[src/rtl/onehot_scan_encoder.sv]
// onehot_scan_encoder: serialises the set bits of a request vector into binary indices, lowest first.
// Define ONEHOT_SCAN_MSB_FIRST_EN to scan from the highest set bit instead.
module onehot_scan_encoder #(
    parameter int N = 8,
    localparam int W = $clog2(N)
) (
    input  logic         clk,
    input  logic         rst,
    input  logic         in_valid,
    output logic         in_ready,
    input  logic [N-1:0] in_vec,
    output logic         out_valid,
    input  logic         out_ready,
    output logic [W-1:0] out_idx,
    output logic         out_last,
    output logic [W:0]   out_seq,
    output logic         zero_pulse
);
    typedef enum logic {IDLE, SCAN} state_t;
    state_t state;
    logic [N-1:0] pending, nxt;
    logic accept, emit;
    function automatic logic [W-1:0] pick(input logic [N-1:0] v);
        pick = '0;
`ifdef ONEHOT_SCAN_MSB_FIRST_EN
        for (int i = 0; i < N; i++) if (v[i]) pick = W'(i);
`else
        for (int i = N - 1; i >= 0; i--) if (v[i]) pick = W'(i);
`endif
    endfunction
    assign in_ready  = state == IDLE;
    assign out_valid = state == SCAN;
    assign accept    = in_valid & in_ready;
    assign emit      = out_valid & out_ready;
    // pending is always zero in IDLE, so accept and emit never overlap
    always_comb nxt = accept ? in_vec : emit ? pending & ~(N'(1) << out_idx) : pending;
    // index and last flag are registered from the next pending value
    always_ff @(posedge clk or posedge rst) begin
        if (rst) begin
            state      <= IDLE;
            pending    <= '0;
            out_idx    <= '0;
            out_last   <= 1'b0;
            out_seq    <= '0;
            zero_pulse <= 1'b0;
        end else begin
            state      <= |nxt ? SCAN : IDLE;
            pending    <= nxt;
            out_idx    <= pick(nxt);
            out_last   <= |nxt && (nxt & (nxt - N'(1))) == '0;
            out_seq    <= accept ? '0 : emit ? out_seq + 1'b1 : out_seq;
            zero_pulse <= accept & ~|in_vec;
        end
    end
endmodule

[config.mk]
export PLATFORM = sky130hd
export DESIGN_NAME = onehot_scan_encoder
export DESIGN_NICKNAME = d
export VERILOG_FILES = /design/src/rtl/onehot_scan_encoder.sv
export SDC_FILE = /design/constraint.sdc
export NUM_CORES = 1
export LEC_CHECK = 0
export CORE_ASPECT_RATIO = 0.8
export CORE_MARGIN = 2
export CORE_UTILIZATION = 32
export DETAILED_ROUTE_END_ITERATION = 10
export RECOVER_POWER = 25
export REMOVE_ABC_BUFFERS = 1
export SYNTH_ARGS = -nofsm -noshare
export SYNTH_HDL_FRONTEND = slang
export SYNTH_SLANG_ARGS = --single-unit
[constraint.sdc]
create_clock -name clk -period 2.3 [get_ports clk]
set_input_delay 0.46 -clock clk [delete_from_list [all_inputs] [get_ports clk]]
set_output_delay 0.46 -clock clk [all_outputs]
set_load 0.02 [all_outputs]
# [Word level (Yosys, flattened, before mapping)]
# Index checks and enable logic that the tools add are counted.
[totals] register_bits=18 inputBits=12 output_inout_bits=11 wordCells=35
[op_classes] n_addsub=2 n_shift=1 muxes=13 bitwise=7 reduce_logical=6
[op_table] operator="3-bit two-way mux" n=8
[op_table] operator="8-bit AND" n=2
[op_table] operator="8-bit two-way mux" n=2
[op_table] operator="8-bit OR reduction" n=2
[op_table] operator="8-bit zero test" n=1
[op_table] operator="4-bit two-way mux" n=2
[op_table] operator="8-bit NOT" n=1
[op_table] operator="1-bit by 3-bit left shift with 8-bit output (first input constant)" n=1
[op_table] operator="8-bit by 1-bit subtractor with 8-bit output (second input constant)" n=1
[op_table] operator="4-bit by 1-bit adder with 4-bit output (second input constant)" n=1
[op_table] operator="1-bit AND" n=3
[op_table] operator="2-bit nonzero test" n=1
[op_table] operator="1-bit logical AND" n=1
[op_table] operator="1-bit zero test" n=1
[op_table] operator="1-bit two-way mux" n=1
[op_table] operator="1-bit NOT" n=1

# [Depth between registers and ports, before layout]
[depth] ltp_word=13 mapped_depth=9 depth_no_buf=8

# [Worst setup path after synthesis]
# Ideal clock, no wire load.
[synth_path] kind="input-to-reg" from="input port out_ready" to="register out_last" setup_ps=65 arrival_ps=1850 setup_slack_ps=385 stages=8 n_path_buf=1 path_cell_list="buf_2 > nand3b_2 > o311ai_4 > nand2_4 > nor4_4 > xor2_1 > o41ai_1 > o21a_1"
[synth_via] elab_chain_len=7
[synth_lines] element="from (decl)" line_no="13" rtl="input logic out_ready,"
[synth_lines] element="1-bit AND (*)" line_no="34" rtl="assign emit = out_valid & out_ready;"
[synth_lines] element="8-bit two-way mux (*) (2 in a row)" line_no="36" rtl="always_comb nxt = accept ? in_vec : emit ? pending & ~(N'(1) << out_idx) : pending;"
[synth_lines] element="via nxt[0]" line_no="21" rtl="logic [N-1:0] pending, nxt;"
[synth_lines] element="8-bit by 1-bit subtractor with 8-bit output" line_no="50" rtl="out_last <= |nxt && (nxt & (nxt - N'(1))) == '0;"
[synth_lines] element="8-bit AND" line_no="50"
[synth_lines] element="8-bit zero test" line_no="50"
[synth_lines] element="1-bit logical AND (*)" line_no="50"
[synth_lines] element="to (signal assigned)" line_no="43" rtl="out_last <= 1'b0;"
[synth_lines] element="to (signal assigned)" line_no="50"
[synth_lines] element="to (decl)" line_no="15" rtl="output logic out_last,"
# The timed path passes the listed nets; every way through them passes the cells marked *.
# A chain may end at the register's enable or synchronous reset.

# [Worst setup path after layout]
[layout_path] from="input port in_valid" to="register out_last"
[layout_via] elab_chain_len=6
[layout_lines] element="from (decl)" line_no="9" rtl="input logic in_valid,"
[layout_lines] element="1-bit AND (*)" line_no="33" rtl="assign accept = in_valid & in_ready;"
[layout_lines] element="8-bit two-way mux (*)" line_no="36"
[layout_lines] element="via nxt[1]" line_no="21"
[layout_lines] element="8-bit by 1-bit subtractor with 8-bit output" line_no="50"
[layout_lines] element="8-bit AND" line_no="50"
[layout_lines] element="8-bit zero test" line_no="50"
[layout_lines] element="1-bit logical AND (*)" line_no="50"
# Marks and branches as above.

==> flow_metrics.env <==
export IMPL_antenna_diode_count=0
export IMPL_final_hold_violation_count=0
export IMPL_status="finished, final reports clean"
export IMPL_synth_sequential_area_ratio_pct=46.8
export IMPL_launch_instance_of_the_worst_register_to_register_path="out_idx[2]$_DFF_PP0_"
export IMPL_pin_count_of_the_biggest_net_entering_global_routing=19
export IMPL_cts_resized=0
export IMPL_synth_top_family_by_area="simple AND/OR/NAND/NOR gates"
export IMPL_layout_nets=148
export IMPL_worstHoldPathCells=1
export IMPL_synth_simple_area_share_pct=23.7
export IMPL_worst_r2r_path_depth=7
export IMPL_ir_worst_vdd_mv=0.663
export IMPL_placement_cell_area_sq_um=1330
export IMPL_tightestPinTransition_ps=680
export IMPL_detailedPlacementHpwl_mm=1.77
export IMPL_adder_cell_area_share_of_the_yosys_netlist_pct=2.34
export IMPL_p_per_area_nw_per_um2=1370
export IMPL_cts_root_buf="sky130_fd_sc_hd__clkbuf_8"
export IMPL_min_from="out_seq[3]$_DFFE_PP0P_"
export IMPL_syn_to_final_growth_pct=44.0
export IMPL_fillCellCount=257
export IMPL_pin_count=23
export IMPL_hold_ws_ps=477
export IMPL_count_of_nets_left_with_antenna_violations_after_detail_routing=0
export IMPL_drtPass1Iterations=4
export IMPL_proportion_of_synthesized_area_in_mux_cells_pct=4.16
export IMPL_critical_path_required_ps=2490
export IMPL_commonest_register_cell_after_synthesis="sky130_fd_sc_hd__dfrtp_1"
export IMPL_cp_end_kind="flip-flop"
export IMPL_max_slew_violations=0
export IMPL_drive_above_1_share_pct=22.4
export IMPL_clock_path_buffers=2
export IMPL_hold_path_class="reg -> reg"
export IMPL_die_area_sq_um=3460
export IMPL_detailedPlace_worstSlack_ps=-140
export IMPL_worstSkewPairLatency_ps=250
export IMPL_starting_density_pct=34.3
export IMPL_routed_via_count=825
export IMPL_drc_errors=0
export IMPL_postRouteWirelength_mm=2.16
export IMPL_max_cap_viol_count=0
export IMPL_grt_antenna_before_repair=0
export IMPL_detail_route_vias_per_cell=4.80
export IMPL_finalClockSkew_ps=3.96
export IMPL_grt_pass1_wl_mm=3.64
export IMPL_postCtsSetupRepairBufs=0
export IMPL_gr_usage_all_layers_pct=14.2
export IMPL_synth_compound_area_share_pct=17.4
export IMPL_avgRoutedWirePerCell_microns=12.6
export IMPL_floorplan_die_width_microns=65.3
export IMPL_async_flop_share_pct=100
export IMPL_floorplan_die_height_microns=53.0
export IMPL_setup_ws_ps=152
export IMPL_grt_setup_unrepaired="false"
export IMPL_timing_setup_critical_path_class="in -> reg"
export IMPL_avgSynthCellArea_sq_um=10.1
export IMPL_stdcell_area_sq_um=1390
export IMPL_fin_crit_sh_pct=93.4
export IMPL_cts_sinks=18
export IMPL_postSynthCellCount=95
export IMPL_area_sequential_sq_um=450
export IMPL_setup_viol=0
export IMPL_cts_hold_buffers_added=0
export IMPL_synth_warnings=0
export IMPL_placement_rows=17
export IMPL_synth_ff_latch_count=18
export IMPL_inst_count_dp=168
export IMPL_critical_path_startpoint_category="input pin"
export IMPL_synth_xor_area_share_pct=2.73
export IMPL_timing_slew_headroom_pct=54.6
export IMPL_grt_pass1_vias=775
export IMPL_fmax_mhz=465
export IMPL_instances_no_fill=172
export IMPL_gp_congestion=0.854
export IMPL_clock_tree_from_tritoncts="yes"
export IMPL_cellLeakagePower_nw=0.597
export IMPL_cts_buffers_inserted=3
export IMPL_initialDrtViolationCount=42
export IMPL_layout_min_cycle_time_ps=2150
export IMPL_core_region_area_sq_um=2810
export IMPL_rr_endpoint="out_last$_DFF_PP0_"
export IMPL_clkSlewWorstSetupHoldPaths_ps=70
export IMPL_post_synth_edffs=0
export IMPL_gr_total_overflow=0
export IMPL_place_port_buffers=22
export IMPL_area_taken_by_multi_input_logic_gates_sq_um=484
export IMPL_crit_path_max_fanout=3
export IMPL_r2r_setup_slack_ps=380
export IMPL_p_total_mw=1.89
export IMPL_cts_max_level=1
export IMPL_terminating_pin_of_the_worst_hold_path="out_seq[3]$_DFFE_PP0P_"
export IMPL_post_synth_num_cell_types=38
export IMPL_synthesis_area_sq_um=962
export IMPL_critical_path_at_ps=2340
[sequential cells by signal, summed over array words and instances (netlist names)]
register	flops
out_valid	1
pending	8
out_idx	3
out_last	1
out_seq	4
zero_pulse	1
[critical path, stage by stage]
cell                              delay (ps)
sky130_fd_sc_hd__clkdlybuf4s50_1         490
sky130_fd_sc_hd__nor2b_2                 210
sky130_fd_sc_hd__mux2i_1                 240
sky130_fd_sc_hd__a21oi_2                  70
sky130_fd_sc_hd__nor4_4                  350
sky130_fd_sc_hd__xor2_1                  110
sky130_fd_sc_hd__o41ai_1                 260
sky130_fd_sc_hd__o21a_1                  150
[cell usage after synthesis (3+ instances only)]
| library cell | n | share of area, % |
|---|---|---|
| sky130_fd_sc_hd__dfrtp_1 | 18 | 47 |
| sky130_fd_sc_hd__mux2i_1 | 4 | 4.2 |
| sky130_fd_sc_hd__inv_1 | 3 | 1.2 |
| sky130_fd_sc_hd__nor4_1 | 3 | 2.0 |
| sky130_fd_sc_hd__o21ai_1 | 3 | 1.6 |
| sky130_fd_sc_hd__nor2_1 | 7 | 2.7 |
| sky130_fd_sc_hd__o21ai_0 | 5 | 2.6 |
| sky130_fd_sc_hd__nand2_1 | 15 | 5.9 |
[metal layers]
layer  wire [microns]  track usage (%)
met5                0                0
met4                0             3.13
met3              107             5.11
met2              956             21.6
met1             1100             19.3
[through the flow]
| stage | util, % | setup TNS, ps |
|---|---|---|
| after floorplan | - | 0 |
| after global placement | 47.4 | -111 |
| after detailed placement | 47.4 | -213 |
| after CTS | 49.3 | 0 |
| after global routing | 49.3 | 0 |
| final | 49.3 | 0 |
[cells by family after synthesis]
kind of cell	after synthesis
simple gates	40
mux	4
xor+xnor	3
buf+inv	6
compound gates	22
fa+ha+maj	2
flops	18
[cells in the final DEF, fill, tap and decap left out, drive strengths merged, types with 2 or more instances in the layout]
master | netlist | layout
clkdlybuf4s50 | 0 | 21
dfrtp | 18 | 18
nand2 | 16 | 16
buf | 2 | 15
o21ai | 10 | 10
nor2 | 7 | 7
mux2i | 4 | 4
clkbuf | 0 | 4
inv | 4 | 4
nor4 | 4 | 4
a21oi | 4 | 4
nand2b | 2 | 2
o21a | 2 | 2
nor3 | 2 | 2
xor2 | 2 | 2
nor2b | 2 | 2
o311ai | 2 | 2
[where the power goes]
| group | switching (mW) | leakage (nW) | internal (mW) |
|---|---|---|---|
| clock | 0.101 | 0.0288 | 0.152 |
| combinational | 0.521 | 0.342 | 0.539 |
| sequential | 0.124 | 0.226 | 0.454 |
[how the worst max path moves through the flow]
stage	start	end	slack (ps)
floorplan	out_valid$_DFF_PP0_	out_last$_DFF_PP0_	170
global placement	in_valid	out_last$_DFF_PP0_	-70
detailed placement	in_valid	out_last$_DFF_PP0_	-140
CTS	in_valid	out_last$_DFF_PP0_	120
global route	in_valid	out_last$_DFF_PP0_	20
finish	in_valid	out_last$_DFF_PP0_	150
[cell type report]
cell class,instances,share of cell area [%]
Inverter,4,1.08
Multi-Input combinational cell,71,35.0
Sequential cell,18,32.5
Clock buffer,4,3.97
Timing Repair Buffer,37,24.0
Tap cell,38,3.43
(Power assumes the default switching activity.)
